<file path="src/rtl/axi_burst_master_engine.sv">
// rtl/axi_burst_master_engine.sv - AXI4 burst master: command + data streams to AXI bursts.
// Optional watchdog built only when AXI_MASTER_TIMEOUT_EN is defined.
module axi_burst_master_engine #(
  parameter int ASIZE           = 32,
  parameter int DSIZE           = 64,
  parameter int LSIZE           = 8,
  parameter int IDSIZE          = 4,
  parameter int MAX_OUTSTANDING = 4,
  parameter int TIMEOUT         = 65535
) (
  input  logic                axi_aclk,
  input  logic                axi_resetn,
  input  logic                cmd_valid,
  output logic                cmd_ready,
  input  logic                cmd_write,
  input  logic [ASIZE-1:0]    cmd_addr,
  input  logic [LSIZE-1:0]    cmd_len,
  input  logic [1:0]          cmd_burst,
  input  logic [IDSIZE-1:0]   cmd_id,
  input  logic                wr_valid,
  output logic                wr_ready,
  input  logic [DSIZE-1:0]    wr_data,
  input  logic [DSIZE/8-1:0]  wr_strb,
  output logic                rd_valid,
  input  logic                rd_ready,
  output logic [DSIZE-1:0]    rd_data,
  output logic [IDSIZE-1:0]   rd_id,
  output logic [1:0]          rd_resp,
  output logic                rd_last,
  output logic                sts_valid,
  output logic [IDSIZE-1:0]   sts_id,
  output logic [1:0]          sts_resp,
  output logic                sts_write,
  output logic                timeout_err,
  output logic [IDSIZE-1:0]   axi_awid,
  output logic [ASIZE-1:0]    axi_awaddr,
  output logic [LSIZE-1:0]    axi_awlen,
  output logic [2:0]          axi_awsize,
  output logic [1:0]          axi_awburst,
  output logic                axi_awvalid,
  input  logic                axi_awready,
  output logic [DSIZE-1:0]    axi_wdata,
  output logic [DSIZE/8-1:0]  axi_wstrb,
  output logic                axi_wlast,
  output logic                axi_wvalid,
  input  logic                axi_wready,
  input  logic [IDSIZE-1:0]   axi_bid,
  input  logic [1:0]          axi_bresp,
  input  logic                axi_bvalid,
  output logic                axi_bready,
  output logic [IDSIZE-1:0]   axi_arid,
  output logic [ASIZE-1:0]    axi_araddr,
  output logic [LSIZE-1:0]    axi_arlen,
  output logic [2:0]          axi_arsize,
  output logic [1:0]          axi_arburst,
  output logic                axi_arvalid,
  input  logic                axi_arready,
  input  logic [IDSIZE-1:0]   axi_rid,
  input  logic [DSIZE-1:0]    axi_rdata,
  input  logic [1:0]          axi_rresp,
  input  logic                axi_rlast,
  input  logic                axi_rvalid,
  output logic                axi_rready
);

  localparam int BYTES = DSIZE / 8;
  localparam int CNT_W = $clog2(MAX_OUTSTANDING + 1);
  localparam int PTR_W = (MAX_OUTSTANDING > 1) ? $clog2(MAX_OUTSTANDING) : 1;
  localparam logic [CNT_W-1:0] CNT_MAX = CNT_W'(MAX_OUTSTANDING);
  localparam logic [PTR_W-1:0] PTR_LAST = PTR_W'(MAX_OUTSTANDING - 1);

  logic              active;
  logic [CNT_W-1:0]  wr_cnt, rd_cnt, wf_cnt;
  logic [PTR_W-1:0]  wf_wp, wf_rp;
  logic [LSIZE-1:0]  wlen_mem [MAX_OUTSTANDING];
  logic [LSIZE-1:0]  beat;
  logic              rej_pending, sts_rej, rej_write;
  logic [IDSIZE-1:0] rej_id;

  logic [31:0] incr_end;
  logic        wrap_ok, cmd_bad;
  logic        cmd_hs, wr_acc, rd_acc, rej_now;
  logic        wf_empty, w_hs, wlast_hs, b_hs, r_hs, rlast_hs;

  // Burst end offset within the 4KB page; equal to 4096 is still legal.
  assign incr_end = 32'(cmd_addr[11:0]) + (32'(cmd_len) + 32'd1) * 32'(BYTES);
  assign wrap_ok  = (cmd_len == LSIZE'(1)) || (cmd_len == LSIZE'(3)) ||
                    (cmd_len == LSIZE'(7)) || (cmd_len == LSIZE'(15));
  assign cmd_bad  = (cmd_burst == 2'b11) ||
                    ((cmd_burst == 2'b10) && !wrap_ok) ||
                    ((cmd_burst == 2'b01) && (incr_end > 32'd4096));

  assign cmd_ready = active && !rej_pending && !sts_rej &&
                     (cmd_write ? ((wr_cnt != CNT_MAX) && !axi_awvalid)
                                : ((rd_cnt != CNT_MAX) && !axi_arvalid));
  assign cmd_hs  = cmd_valid && cmd_ready;
  assign wr_acc  = cmd_hs && cmd_write && !cmd_bad;
  assign rd_acc  = cmd_hs && !cmd_write && !cmd_bad;
  assign rej_now = cmd_hs && cmd_bad;

  assign wf_empty   = (wf_cnt == '0);
  assign axi_wvalid = wr_valid && !wf_empty;
  assign wr_ready   = axi_wready && !wf_empty;
  assign axi_wdata  = wr_data;
  assign axi_wstrb  = wr_strb;
  assign axi_wlast  = !wf_empty && (beat == wlen_mem[wf_rp]);
  assign w_hs       = axi_wvalid && axi_wready;
  assign wlast_hs   = w_hs && axi_wlast;

  assign axi_bready = active;
  assign b_hs       = axi_bvalid && axi_bready;

  assign axi_rready = rd_ready;
  assign rd_valid   = axi_rvalid;
  assign rd_data    = axi_rdata;
  assign rd_id      = axi_rid;
  assign rd_resp    = axi_rresp;
  assign rd_last    = axi_rlast;
  assign r_hs       = axi_rvalid && axi_rready;
  assign rlast_hs   = r_hs && axi_rlast;

  assign axi_awsize = 3'($clog2(BYTES));
  assign axi_arsize = 3'($clog2(BYTES));

  always_ff @(posedge axi_aclk) begin
    if (wr_acc) wlen_mem[wf_wp] <= cmd_len;
  end

  always_ff @(posedge axi_aclk) begin
    if (!axi_resetn) begin
      active      <= 1'b0;
      axi_awvalid <= 1'b0;
      axi_awid    <= '0;
      axi_awaddr  <= '0;
      axi_awlen   <= '0;
      axi_awburst <= '0;
      axi_arvalid <= 1'b0;
      axi_arid    <= '0;
      axi_araddr  <= '0;
      axi_arlen   <= '0;
      axi_arburst <= '0;
      wr_cnt      <= '0;
      rd_cnt      <= '0;
      wf_cnt      <= '0;
      wf_wp       <= '0;
      wf_rp       <= '0;
      beat        <= '0;
    end else begin
      active <= 1'b1;
      if (wr_acc) begin
        axi_awvalid <= 1'b1;
        axi_awid    <= cmd_id;
        axi_awaddr  <= cmd_addr;
        axi_awlen   <= cmd_len;
        axi_awburst <= cmd_burst;
      end else if (axi_awready) begin
        axi_awvalid <= 1'b0;
      end
      if (rd_acc) begin
        axi_arvalid <= 1'b1;
        axi_arid    <= cmd_id;
        axi_araddr  <= cmd_addr;
        axi_arlen   <= cmd_len;
        axi_arburst <= cmd_burst;
      end else if (axi_arready) begin
        axi_arvalid <= 1'b0;
      end
      if (wr_acc && !b_hs) wr_cnt <= wr_cnt + CNT_W'(1);
      else if (!wr_acc && b_hs) wr_cnt <= wr_cnt - CNT_W'(1);
      if (rd_acc && !rlast_hs) rd_cnt <= rd_cnt + CNT_W'(1);
      else if (!rd_acc && rlast_hs) rd_cnt <= rd_cnt - CNT_W'(1);
      if (wr_acc) wf_wp <= (wf_wp == PTR_LAST) ? '0 : wf_wp + PTR_W'(1);
      if (wlast_hs) wf_rp <= (wf_rp == PTR_LAST) ? '0 : wf_rp + PTR_W'(1);
      if (wr_acc && !wlast_hs) wf_cnt <= wf_cnt + CNT_W'(1);
      else if (!wr_acc && wlast_hs) wf_cnt <= wf_cnt - CNT_W'(1);
      if (wlast_hs) beat <= '0;
      else if (w_hs) beat <= beat + LSIZE'(1);
    end
  end

  // B status wins the slot; a colliding reject waits in rej_pending.
  always_ff @(posedge axi_aclk) begin
    if (!axi_resetn) begin
      sts_valid   <= 1'b0;
      sts_id      <= '0;
      sts_resp    <= '0;
      sts_write   <= 1'b0;
      sts_rej     <= 1'b0;
      rej_pending <= 1'b0;
      rej_id      <= '0;
      rej_write   <= 1'b0;
    end else begin
      sts_valid   <= b_hs || rej_now || rej_pending;
      sts_rej     <= !b_hs && (rej_now || rej_pending);
      rej_pending <= b_hs && (rej_now || rej_pending);
      if (b_hs) begin
        sts_id    <= axi_bid;
        sts_resp  <= axi_bresp;
        sts_write <= 1'b1;
      end else if (rej_now) begin
        sts_id    <= cmd_id;
        sts_resp  <= 2'b10;
        sts_write <= cmd_write;
      end else if (rej_pending) begin
        sts_id    <= rej_id;
        sts_resp  <= 2'b10;
        sts_write <= rej_write;
      end
      if (rej_now) begin
        rej_id    <= cmd_id;
        rej_write <= cmd_write;
      end
    end
  end

`ifdef AXI_MASTER_TIMEOUT_EN
  logic [15:0] wd_cnt;

  always_ff @(posedge axi_aclk) begin
    if (!axi_resetn) begin
      wd_cnt      <= '0;
      timeout_err <= 1'b0;
    end else begin
      if (b_hs || r_hs) wd_cnt <= '0;
      else if (((wr_cnt != '0) || (rd_cnt != '0)) && (wd_cnt != 16'(TIMEOUT)))
        wd_cnt <= wd_cnt + 16'd1;
      if (wd_cnt == 16'(TIMEOUT)) timeout_err <= 1'b1;
    end
  end
`else
  assign timeout_err = 1'b0;
`endif

endmodule

</file>
<file path="config.mk">
export PLATFORM = sky130hd
export DESIGN_NAME = axi_burst_master_engine
export DESIGN_NICKNAME = d
export VERILOG_FILES = /design/src/rtl/axi_burst_master_engine.sv
export SDC_FILE = /design/constraint.sdc
export NUM_CORES = 1
export LEC_CHECK = 0
export ABC_AREA = 1
export CAP_MARGIN = 30
export CORE_AREA = 2 2 183 185
export DETAILED_ROUTE_END_ITERATION = 6
export DIE_AREA = 0 0 185 187
export GPL_ROUTABILITY_DRIVEN = 0
export PLACE_DENSITY = 0.55
export REMOVE_ABC_BUFFERS = 1
export SLEW_MARGIN = 20
export SYNTH_ARGS = -nofsm -noshare
export SYNTH_HDL_FRONTEND = slang
export SYNTH_SLANG_ARGS = --single-unit
export TNS_END_PERCENT = 20
</file>
<file path="constraint.sdc">
create_clock -name axi_aclk -period 4.4 [get_ports axi_aclk]
set_clock_uncertainty 0.1 [all_clocks]
set_input_delay 0.66 -clock axi_aclk [delete_from_list [all_inputs] [get_ports axi_aclk]]
set_output_delay 0.66 -clock axi_aclk [all_outputs]
set_load 0.005 [all_outputs]
</file>
# == Word-level counts from Yosys, hierarchy flattened ==
# Memory sizes are Yosys's and may differ from the RTL's. A register that Yosys moved wholly into a read port is not among the register bits.
# Cells that the tools add are included.
# totals
regBits,131
mem_bits_rw,32
output_inout_bits,259
mem_count,1
# op_classes
addsub,11
magnitude_cmp,1
n_eq_ne,12
mux,27
bitwise,1
reduce_logical,58
# mem_list
memory,words,width,read_ports,rd_ports_with_merged_regs,write_ports,line,rtl
wlen_mem,4,8,1,1,1,75,logic [LSIZE-1:0] wlen_mem [MAX_OUTSTANDING];
# ops
op,n
$logic_and A1 B1 Y1,29
$mux W3,6
$mux W2,7
$add A12 B12 Y13,1
$gt A13 B13 Y1 const B,1
$logic_not A1 Y1,13
$mux W4,3
$mux W1,11
$reduce_bool A2 Y1,5
$add A3 B1 Y3 const B,3
$add A8 B1 Y9 const B,1
$sub A3 B1 Y3 const B,3
$add A8 B1 Y8 const B,1
$eq A2 B2 Y1 const B,4
$eq A8 B1 Y1 const B,1
$eq A8 B2 Y1 const B,1
$eq A8 B3 Y1 const B,1
$eq A8 B4 Y1 const B,1
$eq A8 B8 Y1,1
$logic_or A1 B1 Y1,8
$ne A3 B3 Y1 const B,2
$add A2 B1 Y2 const B,2
$logic_not A3 Y1,1
$reduce_bool A3 Y1,1
other kinds (3),3

# == Depth between registers and ports, before layout ==
# depth
word_depth,14
ltp_mapped,27
ltp_nobuf,26

# == Least setup slack after synthesis ==
# No wires, ideal clock.
# synth_path
kind,in2reg
from,in cmd_len[0]
to,reg wr_cnt[2]
setup_ps,122
arrival_ps,3777
required_time_ps,4178
path_slack_ps,401
path_stages,26
path_buffers,1
cell_sequence,ha_1 nand2_1 nor2_1 nand3_1 xor2_1 inv_1 ha_1 nand2_1 inv_1 a21oi_1 nand2_1 nand2_1 nand2_1 nor2_1 nand3_2 nand2_4 nand4_4 inv_2 buf_2 ha_1 inv_1 fa_1 a21oi_1 o21ai_0 o21ai_0 a21oi_1
# synth_via
elab_chain_cells,13
word_cells_on_any_way,22
cone_classes,add/sub: 2; order compare: 1; eq/ne: 4; mux: 1; reduce/logical: 14
# synth_lines
element,line,rtl
"start, declared",17,"input logic [LSIZE-1:0] cmd_len,"
"parallel branches: the longest is 7 deep, another holds $add A12 B12 Y13",-,
$logic_or A1 B1 Y1 (*),90,((cmd_burst == 2'b10) && !wrap_ok) ||
$logic_not A1 Y1 (*),97,assign wr_acc = cmd_hs && cmd_write && !cmd_bad;
$logic_and A1 B1 Y1 (*),97,
net wr_acc,82,"logic cmd_hs, wr_acc, rd_acc, rej_now;"
$logic_not A1 Y1,169,else if (!wr_acc && b_hs) wr_cnt <= wr_cnt - CNT_W'(1);
$logic_and A1 B1 Y1,169,
$reduce_bool A2 Y1 (no line),-,
"end signal, assigned",168,if (wr_acc && !b_hs) wr_cnt <= wr_cnt + CNT_W'(1);
"end signal, assigned",169,
"end, declared",73,"logic [CNT_W-1:0] wr_cnt, rd_cnt, wf_cnt;"
# Mark *: on every way through the listed nets, which the timed path passes.
# A chain may end at the register's enable or synchronous reset.

# == Worst setup path in the final report ==
# layout_path
from,in cmd_len[2]
to,reg wf_cnt[2]
# layout_via
elab_chain_cells,13
word_cells_on_any_way,22
cone_classes,add/sub: 2; order compare: 1; eq/ne: 4; mux: 1; reduce/logical: 14
# layout_lines
element,line,rtl
"parallel branches: the longest is 7 deep, another holds $add A12 B12 Y13",-,
$logic_or A1 B1 Y1 (*),90,
$logic_not A1 Y1 (*),97,
$logic_and A1 B1 Y1 (*),97,
$logic_not A1 Y1,175,else if (!wr_acc && wlast_hs) wf_cnt <= wf_cnt - CNT_W'(1);
$logic_and A1 B1 Y1,175,
$reduce_bool A2 Y1 (no line),-,
"end signal, assigned",174,if (wr_acc && !wlast_hs) wf_cnt <= wf_cnt + CNT_W'(1);
"end signal, assigned",175,
"end, declared",73,
# Every way passes the cells marked *.

==> results_dict.tcl <==
set metrics [dict create \
    hold_class "register to register" \
    io_pins 465 \
    synth-seq-cells 165 \
    cts_buffers 17 \
    netSwitchingFraction 0.246 \
    rows 67 \
    die_x_um 185 \
    ys_seq_area_frac 0.438 \
    cts_sinks 165 \
    setup_viol 0 \
    outcome "finished, final reports clean" \
    cp_max_fo 4 \
    ys.flop_type "dfxtp_1" \
    avgSynthCellArea_um2 8.20 \
    htree_num_levels 4 \
    slew_violations 0 \
    finalHoldViolCount 0 \
    grt.total_usage 0.276 \
    netlist_top_cells_area "dfxtp_1 (32%), buf_4 (15%), edfxtp_1 (12%), nand2_1 (7.6%), nor2_1 (5.3%)" \
    drt_iter0_drc 521 \
    drv_cap 0 \
    antenna_cells 0 \
    avgRoutedWirePerCell_um 31.8 \
    ant_nets 0 \
    powerDensity_nw_per_um2 364 \
    fillerInstances 3491 \
    yosys.area.top_type "dfxtp_1" \
    syn_to_final_growth_pct 23.4 \
    synth-async-reset-ratio 0 \
    worstHoldStart "axi_awaddr[18]" \
    ir_drop_mv 0.257 \
    grt_pass1_vias 6196 \
    required_ns 4.63 \
    p_comb_frac 0.114 \
    die_y_um 187 \
    critPathSlowestCell "clkdlybuf4s50_1" \
    dp_slack_ns -0.245 \
    power_frac_seq 0.433 \
    r2r-end "wf_cnt[1]" \
    start_util 0.252 \
    cp.arrival_ns 4.28 \
    insertion_delay_ns 0.45 \
    yosysTopAreaCellShare 0.322 \
    antenna_found_initial 0 \
    startpoint_type "primary input" \
    cts_max_path_buffers 2 \
    num-nets-final 1287 \
    via_count 6821 \
    yosys-top-cells-count "nand2_1 (167), buf_4 (161), dfxtp_1 (133)" \
    postCtsSetupRepairBufs 0 \
    setup-tns-final_ns 0 \
    dp_hpwl_mm 41.8 \
    detail_route.first_pass.iterations 4 \
    numPortBuffers 173 \
    r2r_cells 14 \
    max_freq_mhz 247 \
    intPower_mw 2.80 \
    synth_area_um2 8270 \
    grt.overflow.total 0 \
    grt_max_degree 87 \
    synth.distinct_cells 41 \
    fin_crit_sh 0.921 \
    p_switching_mw 0.915 \
    drive_above_1_share 0.102 \
    path_class "primary input to register" \
    regToRegSetupSlack_ns 1.22 \
    period_minus_slack_ns 4.05 \
    relSlewSlack 0.382 \
    rsz0062_at_grt "no" \
    dieArea_um2 34600 \
    utilization 0.311 \
    tritoncts "done" \
    clk_pin_slew_worst_paths_ns 0.07 \
    p_leak_nw 4.06 \
    via_per_inst 4.49 \
    coreArea_um2 32900 \
    grt_pass1_wl_mm 61.3 \
    root_buffer "clkbuf_16" \
    critPathMaxStageDelay_ns 0.55 \
    drc 0 \
    syn_inst 1009 \
    setup.worst_path.start "cmd_len[2]" \
    yosys_warnings 0 \
    fin_ws_ns 0.345 \
    clock_power_share 0.453 \
    synth-edff-count 32 \
    wl_mm 48.3 \
    synth_most_common_cell "nand2_1" \
    fin_hold_ws_ns 0.364 \
    endpoint_kind "register" \
    power_mw 3.71 \
    tightest_slew_ns 0.927 \
    crit_end "wf_cnt[2]" \
]
==> cell families (layout without fill, tap and decap cells) <==
logic type,after synthesis,in the layout,share of synthesized area
simple gates,362,362,0.187
buf+inv,266,322,0.202
other cells,2,7,0.000908
flops,165,165,0.438
fa+ha+maj,24,24,0.0399
xor+xnor,16,16,0.0169
compound gates,174,174,0.115
==> flip-flops by register name, summed over array words and instances (netlist names), 2 cells and up, named ones only <==
signal       cells
axi_araddr      32
axi_awaddr      32
wlen_mem        32
axi_arlen        8
axi_awlen        8
beat             8
axi_arid         4
axi_awid         4
rej_id           4
sts_id           4
rd_cnt           3
wf_cnt           3
wr_cnt           3
axi_arburst      2
axi_awburst      2
sts_resp         2
wf_rp            2
wf_wp            2
==> placed cells by master (no fill, tap or decap), drive strengths merged, types with 4 or more instances in the layout <==
cell / count
a21oi: 84
buf: 41
bufinv: 5
clkbuf: 17
clkdlybuf4s50: 170
clkinv: 5
conb: 7
dfxtp: 133
edfxtp: 32
fa: 4
ha: 20
inv: 79
nand2: 172
nand3: 48
nor2: 121
nor3: 9
o21ai: 83
xor2: 14
==> layout make-up <==
class                      instances  area (um2)  share of cell area
clock buffer                      17         425              0.0417
clock inverter                    15         226              0.0222
inverter                          77         294              0.0288
multi-input combinational        583        3010               0.295
sequential                       165        3620               0.355
tap                              448         561              0.0549
timing repair buffer             213        2070               0.203
==> critical path, delay by kind of cell <==
family          cells  cell delay, ns
buf+inv             7            1.07
simple gates       11            1.03
fa+ha+maj           3            0.85
compound gates      4            0.51
xor+xnor            1            0.16
==> per-layer routing <==
metal | part of all wire | GRT usage | vias to the layer above
li1 | - | - | 3182
met3 | 0.27 | 0.353 | 56
met2 | 0.46 | 0.439 | 544
met1 | 0.22 | 0.177 | 3031
met5 | 0.0096 | 0.0943 | -
met4 | 0.036 | 0.0965 | 8
==> timing repair <==
item | CTS | global route
hold endpoints to repair | 0 | 0
gates resized for setup | 0 | 5
hold buffers | 0 | 0
setup endpoints to repair | 0 | 3
==> how the worst min path moves through the flow <==
stage | cells after the start | slack [ns] | endpoint
floorplan | 2 | 0.34 | wr_cnt[2]
detailed placement | 2 | 0.35 | sts_resp[1]
global route | 2 | 0.38 | axi_awaddr[29]
finish | 2 | 0.36 | axi_awaddr[18]
CTS | 2 | 0.37 | axi_awaddr[18]
global placement | 2 | 0.35 | axi_awaddr[26]
==> power groups by stage <==
stage | logic (mW) | registers (mW) | clock network [mW]
2_1_floorplan | 0.176 | 1.64 | 0
3_3_place_gp | 0.417 | 1.64 | 0
3_5_place_dp | 0.422 | 1.64 | 0
4_1_cts | 0.424 | 1.61 | 1.71
5_1_grt | 0.468 | 1.61 | 1.77
6_report | 0.423 | 1.61 | 1.68
==> per-stage QoR <==
stage,instances,area [um2]
floorplan,825,6910
detailed placement,1486,9540
CTS,1518,10200
global placement,1486,9540
global route,1518,10200
finish,1518,10200
Note: power is estimated with default switching activity, not from simulation.
